$ cat src/rtl/mips_pkg.sv
// Shared write-back definitions: register-file constants, WB control bit
// positions, the write-back FSM state type and the register write payload.
package mips_pkg;

  localparam int unsigned XLEN    = 32;
  localparam int unsigned RADDR_W = 5;

  localparam logic [RADDR_W-1:0] REG_ZERO = 5'd0;

  // Bit positions inside the 2-bit WB control field.
  localparam int unsigned WB_REGWRITE  = 1;
  localparam int unsigned WB_DISPWRITE = 0;

  typedef enum logic {
    RUN    = 1'b0,
    HALTED = 1'b1
  } wb_state_e;

  // Single write-port payload; also drives the same-cycle read bypass.
  typedef struct packed {
    logic                en;
    logic [RADDR_W-1:0]  addr;
    logic [XLEN-1:0]     data;
  } rf_wr_t;

endpackage

$ cat src/rtl/regfile_2r1w.sv
// Two asynchronous read ports, one synchronous write port, hardwired zero
// register and write-first bypass from the write port to both reads.
module regfile_2r1w
  import mips_pkg::*;
#(
  parameter int unsigned NREG = 32
) (
  input  logic               clk,
  input  logic               rst_n,
  input  rf_wr_t             wr,
  input  logic [RADDR_W-1:0] ra1,
  input  logic [RADDR_W-1:0] ra2,
  output logic [XLEN-1:0]    rd1,
  output logic [XLEN-1:0]    rd2
);

  logic [XLEN-1:0] regs_q [NREG];
  logic            wr_ok_c;

  // Writes to r0 or beyond the implemented depth are dropped.
  assign wr_ok_c = wr.en && (wr.addr != REG_ZERO) && (32'(wr.addr) < NREG);

  // Storage array; cleared asynchronously so reset leaves every register 0.
  always_ff @(posedge clk or negedge rst_n) begin
    if (!rst_n) begin
      for (int unsigned i = 0; i < NREG; i++) begin
        regs_q[i] <= '0;
      end
    end else if (wr_ok_c) begin
      regs_q[wr.addr] <= wr.data;
    end
  end

  // Read port 1: zero register, then bypass, then stored value.
  always_comb begin
    rd1 = '0;
    if (ra1 == REG_ZERO) begin
      rd1 = '0;
    end else if (wr.en && (wr.addr == ra1)) begin
      rd1 = wr.data;
    end else if (32'(ra1) < NREG) begin
      rd1 = regs_q[ra1];
    end
  end

  // Read port 2: same priority as port 1.
  always_comb begin
    rd2 = '0;
    if (ra2 == REG_ZERO) begin
      rd2 = '0;
    end else if (wr.en && (wr.addr == ra2)) begin
      rd2 = wr.data;
    end else if (32'(ra2) < NREG) begin
      rd2 = regs_q[ra2];
    end
  end

endmodule

$ cat src/rtl/wb_stage.sv
// Write-back stage: register file update, display latch, RUN/HALTED FSM and
// optional performance counters (enabled by defining WB_PERF_CNT_EN; when
// undefined the counter outputs are constant 0 and no counter flops exist).
module wb_stage
  import mips_pkg::*;
#(
  parameter int unsigned CNT_W = 32,
  parameter int unsigned NREG  = 32
) (
  input  logic               CLK,
  input  logic               RST_N,
  input  logic [XLEN-1:0]    PC_in,
  input  logic [XLEN-1:0]    IR_in,
  input  logic [XLEN-1:0]    WriteData_in,
  input  logic [XLEN-1:0]    Display_in,
  input  logic [RADDR_W-1:0] WR_in,
  input  logic [1:0]         WB_in,
  input  logic               HALT_in,
  input  logic [RADDR_W-1:0] RA1,
  input  logic [RADDR_W-1:0] RA2,
  output logic [XLEN-1:0]    RD1,
  output logic [XLEN-1:0]    RD2,
  output logic [XLEN-1:0]    Display_out,
  output logic               Halted,
  output logic [CNT_W-1:0]   RetireCnt,
  output logic [CNT_W-1:0]   CycleCnt
);

  wb_state_e       state_q;
  wb_state_e       state_d;
  logic            run_c;
  rf_wr_t          rf_wr_c;
  logic [XLEN-1:0] display_q;

  // Next-state logic: a halt retires in RUN and the machine parks in HALTED.
  always_comb begin
    state_d = state_q;
    run_c   = 1'b0;
    if (state_q == RUN) begin
      run_c = 1'b1;
      if (HALT_in) begin
        state_d = HALTED;
      end
    end
  end

  // State register.
  always_ff @(posedge CLK or negedge RST_N) begin
    if (!RST_N) begin
      state_q <= RUN;
    end else begin
      state_q <= state_d;
    end
  end

  assign Halted = (state_q == HALTED);

  // Register write request; gated by RUN so HALTED also kills the bypass.
  always_comb begin
    rf_wr_c      = '0;
    rf_wr_c.en   = run_c && WB_in[WB_REGWRITE];
    rf_wr_c.addr = WR_in;
    rf_wr_c.data = WriteData_in;
  end

  regfile_2r1w #(
    .NREG (NREG)
  ) u_regfile (
    .clk   (CLK),
    .rst_n (RST_N),
    .wr    (rf_wr_c),
    .ra1   (RA1),
    .ra2   (RA2),
    .rd1   (RD1),
    .rd2   (RD2)
  );

  // Display latch, loaded by retiring DisplayWrite instructions.
  always_ff @(posedge CLK or negedge RST_N) begin
    if (!RST_N) begin
      display_q <= '0;
    end else if (run_c && WB_in[WB_DISPWRITE]) begin
      display_q <= Display_in;
    end
  end

  assign Display_out = display_q;

`ifdef WB_PERF_CNT_EN
  logic [CNT_W-1:0] retire_q;
  logic [CNT_W-1:0] cycle_q;
  logic             pc_unused;

  // Cycle and retire counters; both stop in HALTED and wrap silently.
  always_ff @(posedge CLK or negedge RST_N) begin
    if (!RST_N) begin
      cycle_q  <= '0;
      retire_q <= '0;
    end else if (run_c) begin
      cycle_q <= cycle_q + CNT_W'(1);
      if (IR_in != '0) begin
        retire_q <= retire_q + CNT_W'(1);
      end
    end
  end

  assign RetireCnt = retire_q;
  assign CycleCnt  = cycle_q;
  assign pc_unused = ^PC_in;
`else
  logic in_unused;

  assign RetireCnt = '0;
  assign CycleCnt  = '0;
  assign in_unused = ^{PC_in, IR_in};
`endif

endmodule
$ cat config.mk
export PLATFORM = sky130hd
export DESIGN_NAME = wb_stage
export DESIGN_NICKNAME = d
export VERILOG_FILES = /design/src/rtl/mips_pkg.sv /design/src/rtl/regfile_2r1w.sv /design/src/rtl/wb_stage.sv
export SDC_FILE = /design/constraint.sdc
export NUM_CORES = 2
export LEC_CHECK = 0
export ABC_AREA = 1
export CORE_MARGIN = 2
export CORE_UTILIZATION = 45
export CTS_CLUSTER_DIAMETER = 50
export DETAILED_ROUTE_END_ITERATION = 16
export PLACE_DENSITY = 0.73
export SYNTH_ARGS = -nofsm -noshare
export SYNTH_HDL_FRONTEND = slang
export SYNTH_SLANG_ARGS = --single-unit
$ cat constraint.sdc
create_clock -name CLK -period 4.9 [get_ports CLK]
set_input_delay 0.98 -clock CLK [delete_from_list [all_inputs] [get_ports CLK]]
set_output_delay 0.98 -clock CLK [all_outputs]
set_load 0.01 [all_outputs]
==> impl_metrics.json <==
{
  "status": "finished, final reports clean",
  "setup_tns_ns": 0,
  "hold_violations": 0,
  "synth_flop_cell": "dfrtp_1",
  "r2r_setup_slack_ns": 1.91,
  "synthTopCellsByCount": "2894 x nand2_1, 1436 x nand3_1, 1057 x dfrtp_1",
  "ir_drop_mv": 0.3851,
  "p_int_uw": 15400,
  "cts_tree": "done",
  "die_w_um": 372.8,
  "yosysSeqAreaShare": 0.4321,
  "hold_class": "primary input to asynchronous set/reset pin",
  "ant_nets": 0,
  "r2r-end": "u_regfile.regs_q[305]",
  "switching_share": 0.2824,
  "drc": 0,
  "p_clk_frac": 0.455,
  "n_antenna_cell": 0,
  "drt_first_pass_iters": 8,
  "vias_per_cell": 5.863,
  "powerDensity_nw_per_um2": 311.8,
  "grt_use_met1": 0.4276,
  "dieArea_um2": 139000,
  "netlist_instances": 8972,
  "coreArea_um2": 135300,
  "max_cap_viol_count": 0,
  "antenna_found_initial": 2,
  "path_delay_family": "buffers and inverters",
  "cp.depth": 7,
  "ys_types": 26,
  "fmax_ghz": 0.2115,
  "path_buf_inv": 3,
  "crit_start": "WR_in[3]",
  "avgSynthCellArea_um2": 6.822,
  "syn_to_final_growth_pct": 12.46,
  "cts-resized-gates": 0,
  "p_seq_frac": 0.413,
  "p_sw_uw": 6060,
  "ys_ff_latch": 1057,
  "skew_ns": 0.02659,
  "clock-sinks": 1057,
  "slew_headroom": 0.1651,
  "yosysMostFrequentCell": "nand2_1",
  "routabilityCongestion": 0.8910,
  "grt_pass1_vias": 57650,
  "rows": 135,
  "cts_max_level": 4,
  "clk_pin_slew_ns": 0.06,
  "synth-warning-count": 0,
  "cts_max_path_buffers": 3,
  "endpoint_kind": "output pin",
  "grt_max_degree": 116,
  "async_reset_ff_frac": 1.000,
  "slowest_stage": "a21oi_1",
  "timing.final.crit_share": 0.9649,
  "insertion_delay_ns": 0.81,
  "crit_path_max_incr_delay_ns": 0.73,
  "p_leak_uw": 0.03349,
  "drv_slew": 0,
  "use_met2": 0.4661,
  "setup_viol": 0,
  "die_h_um": 372.8,
  "cp.required_ns": 3.92,
  "clock-root-buffer": "clkbuf_16",
  "drt_wl_total_mm": 226.0,
  "synth_top_area_frac": 0.4321,
  "first_iter_violations": 9545,
  "fin_util": 0.5088,
  "pwr-share-comb": 0.132,
  "wl_per_cell_um": 21.34,
  "critPathLaunchType": "primary input",
  "dp.final_hpwl_mm": 127.1,
  "busiest_layer": "met2",
  "grt_pass1_wl_mm": 343.4,
  "worst_ep_arrival_time_ns": 3.75,
  "rsz0062_at_grt": "no",
  "endpoint": "RD1[2]",
  "cts_hold_buf": 0,
  "rr_startpoint": "Halted",
  "path_cells": "clkdlybuf4s50_1 > inv_2 > o22ai_1 > nor2_1 > nand3_4 > a21oi_1 > clkdlybuf4s50_1",
  "tightest_slew_ns": 1.249,
  "synth_edf_count": 0,
  "drive_above_1_share": 0.06051,
  "netlist_top_cells_area": "dfrtp_1 43%, nand2_1 18%, nand3_1 12%, o21ai_0 8.6%, inv_1 5.7%",
  "min_period_ns": 4.728,
  "grt_use_met3": 0.08880,
  "syn_area_um2": 61210,
  "path_class": "primary input to output pin",
  "vias": 62090,
  "synth_largest_area_cell": "dfrtp_1",
  "worstRegToRegCells": 5,
  "cts_buffers": 130,
  "port_buffers": 180,
  "pin_count": 309,
  "fin_nets": 8856,
  "cts_setup_buffers": 0,
  "grtUsageTotal": 0.3176,
  "initial_utilization": 0.4524,
  "fillCellCount": 12910,
  "crit_fanout": 8,
  "path_common_cell": "clkdlybuf4s50_1",
  "grt_overflow": 0
}
==> layout make-up <==
class                      count  area (µm²)  share of cell area
inverter                     939        3565             0.05179
clock buffer                 175        3613             0.05249
multi-input combinational   6207       28170              0.4092
timing repair buffer         373        4129             0.05998
sequential                  1057       26450              0.3843
clock inverter                58       681.9            0.009906
tap                         1781        2228             0.03237
==> worst register-to-register path, cell delays in order, from the launching register on <==
cell and delay [ns]:
dfrtp_1 0.39, inv_1 0.23, nand2_2 0.22, nor3_4 0.70
nand2_4 0.82, o21ai_0 0.50
==> sequential cells by signal (all words and copies together) (netlist names) <==
register          count
u_regfile.regs_q   1024
Display_out          32
Halted                1
==> worst min-delay path by stage <==
| stage | start | to | slack (ns) | cells past startpoint |
|---|---|---|---|---|
| final | RST_N | u_regfile.regs_q[112] | 0.28 | 1 |
| after global routing | RST_N | u_regfile.regs_q[48] | 0.31 | 1 |
| after global placement | u_regfile.regs_q[1005] | u_regfile.regs_q[1005] | 0.36 | 0 |
| after floorplan | u_regfile.regs_q[1003] | u_regfile.regs_q[1003] | 0.43 | 1 |
| after detailed placement | u_regfile.regs_q[1003] | u_regfile.regs_q[1003] | 0.37 | 0 |
| after CTS | RST_N | u_regfile.regs_q[144] | 0.28 | 1 |
==> cell usage in the layout (no fill, tap or decap), types with 27 or more instances in the layout <==
master              n
a21oi_1           113
buf_12             69
buf_4             127
clkbuf_1           27
clkbuf_16         131
clkdlybuf4s50_1   169
conb_1             64
dfrtp_1          1057
inv_1             927
mux2_2             32
nand2_1          2894
nand2_4            31
nand3_1          1434
nor2_1            226
o211ai_1          208
o21ai_0          1050
o21ai_1            94
or2_2              31
==> logic make-up (layout without fill, tap and decap cells) <==
logic type      after synthesis  count (layout)  share of synthesized area
flops                      1057            1057                     0.4321
compound gates             1469            1469                     0.1287
other cells                   1              64                 0.00006126
xor+xnor                      4               4                  0.0005723
buf+inv                    1771            1545                     0.1148
mux                          32              32                   0.005887
simple gates               4638            4638                     0.3178
==> stage by stage <==
stage | setup slack, ns | hold WS (ns) | instances | instance area, µm² | power (µW)
3_3_place_gp | 0.1997 | 0.3646 | 10360 | 64540 | 11720
5_1_grt | 0.08095 | 0.3126 | 10590 | 68830 | 22120
4_1_cts | 0.1953 | 0.2775 | 10590 | 68830 | 21470
6_report | 0.1722 | 0.2759 | 10590 | 68830 | 21460
2_1_floorplan | 1.601 | 0.4290 | 9035 | 61450 | 10570
3_5_place_dp | 0.2102 | 0.3656 | 10360 | 64540 | 11760
==> power by group through the flow <==
stage | combinational (µW) | clock [µW] | sequential (µW)
floorplan | 1550 | 0 | 9020
global route | 3050 | 10200 | 8860
global placement | 2710 | 0 | 9010
finish | 2840 | 9770 | 8860
CTS | 2760 | 9850 | 8860
detailed placement | 2750 | 0 | 9010
==> routing by layer <==
layer	share of wire	routed length, µm	vias up
li1	-	-	28010
met1	0.39	87680	28910
met2	0.42	94160	4366
met3	0.14	31840	807
met4	0.054	12260	4
met5	0.00012	26	-
No activity file was read; power rests on OpenSTA's default activity.
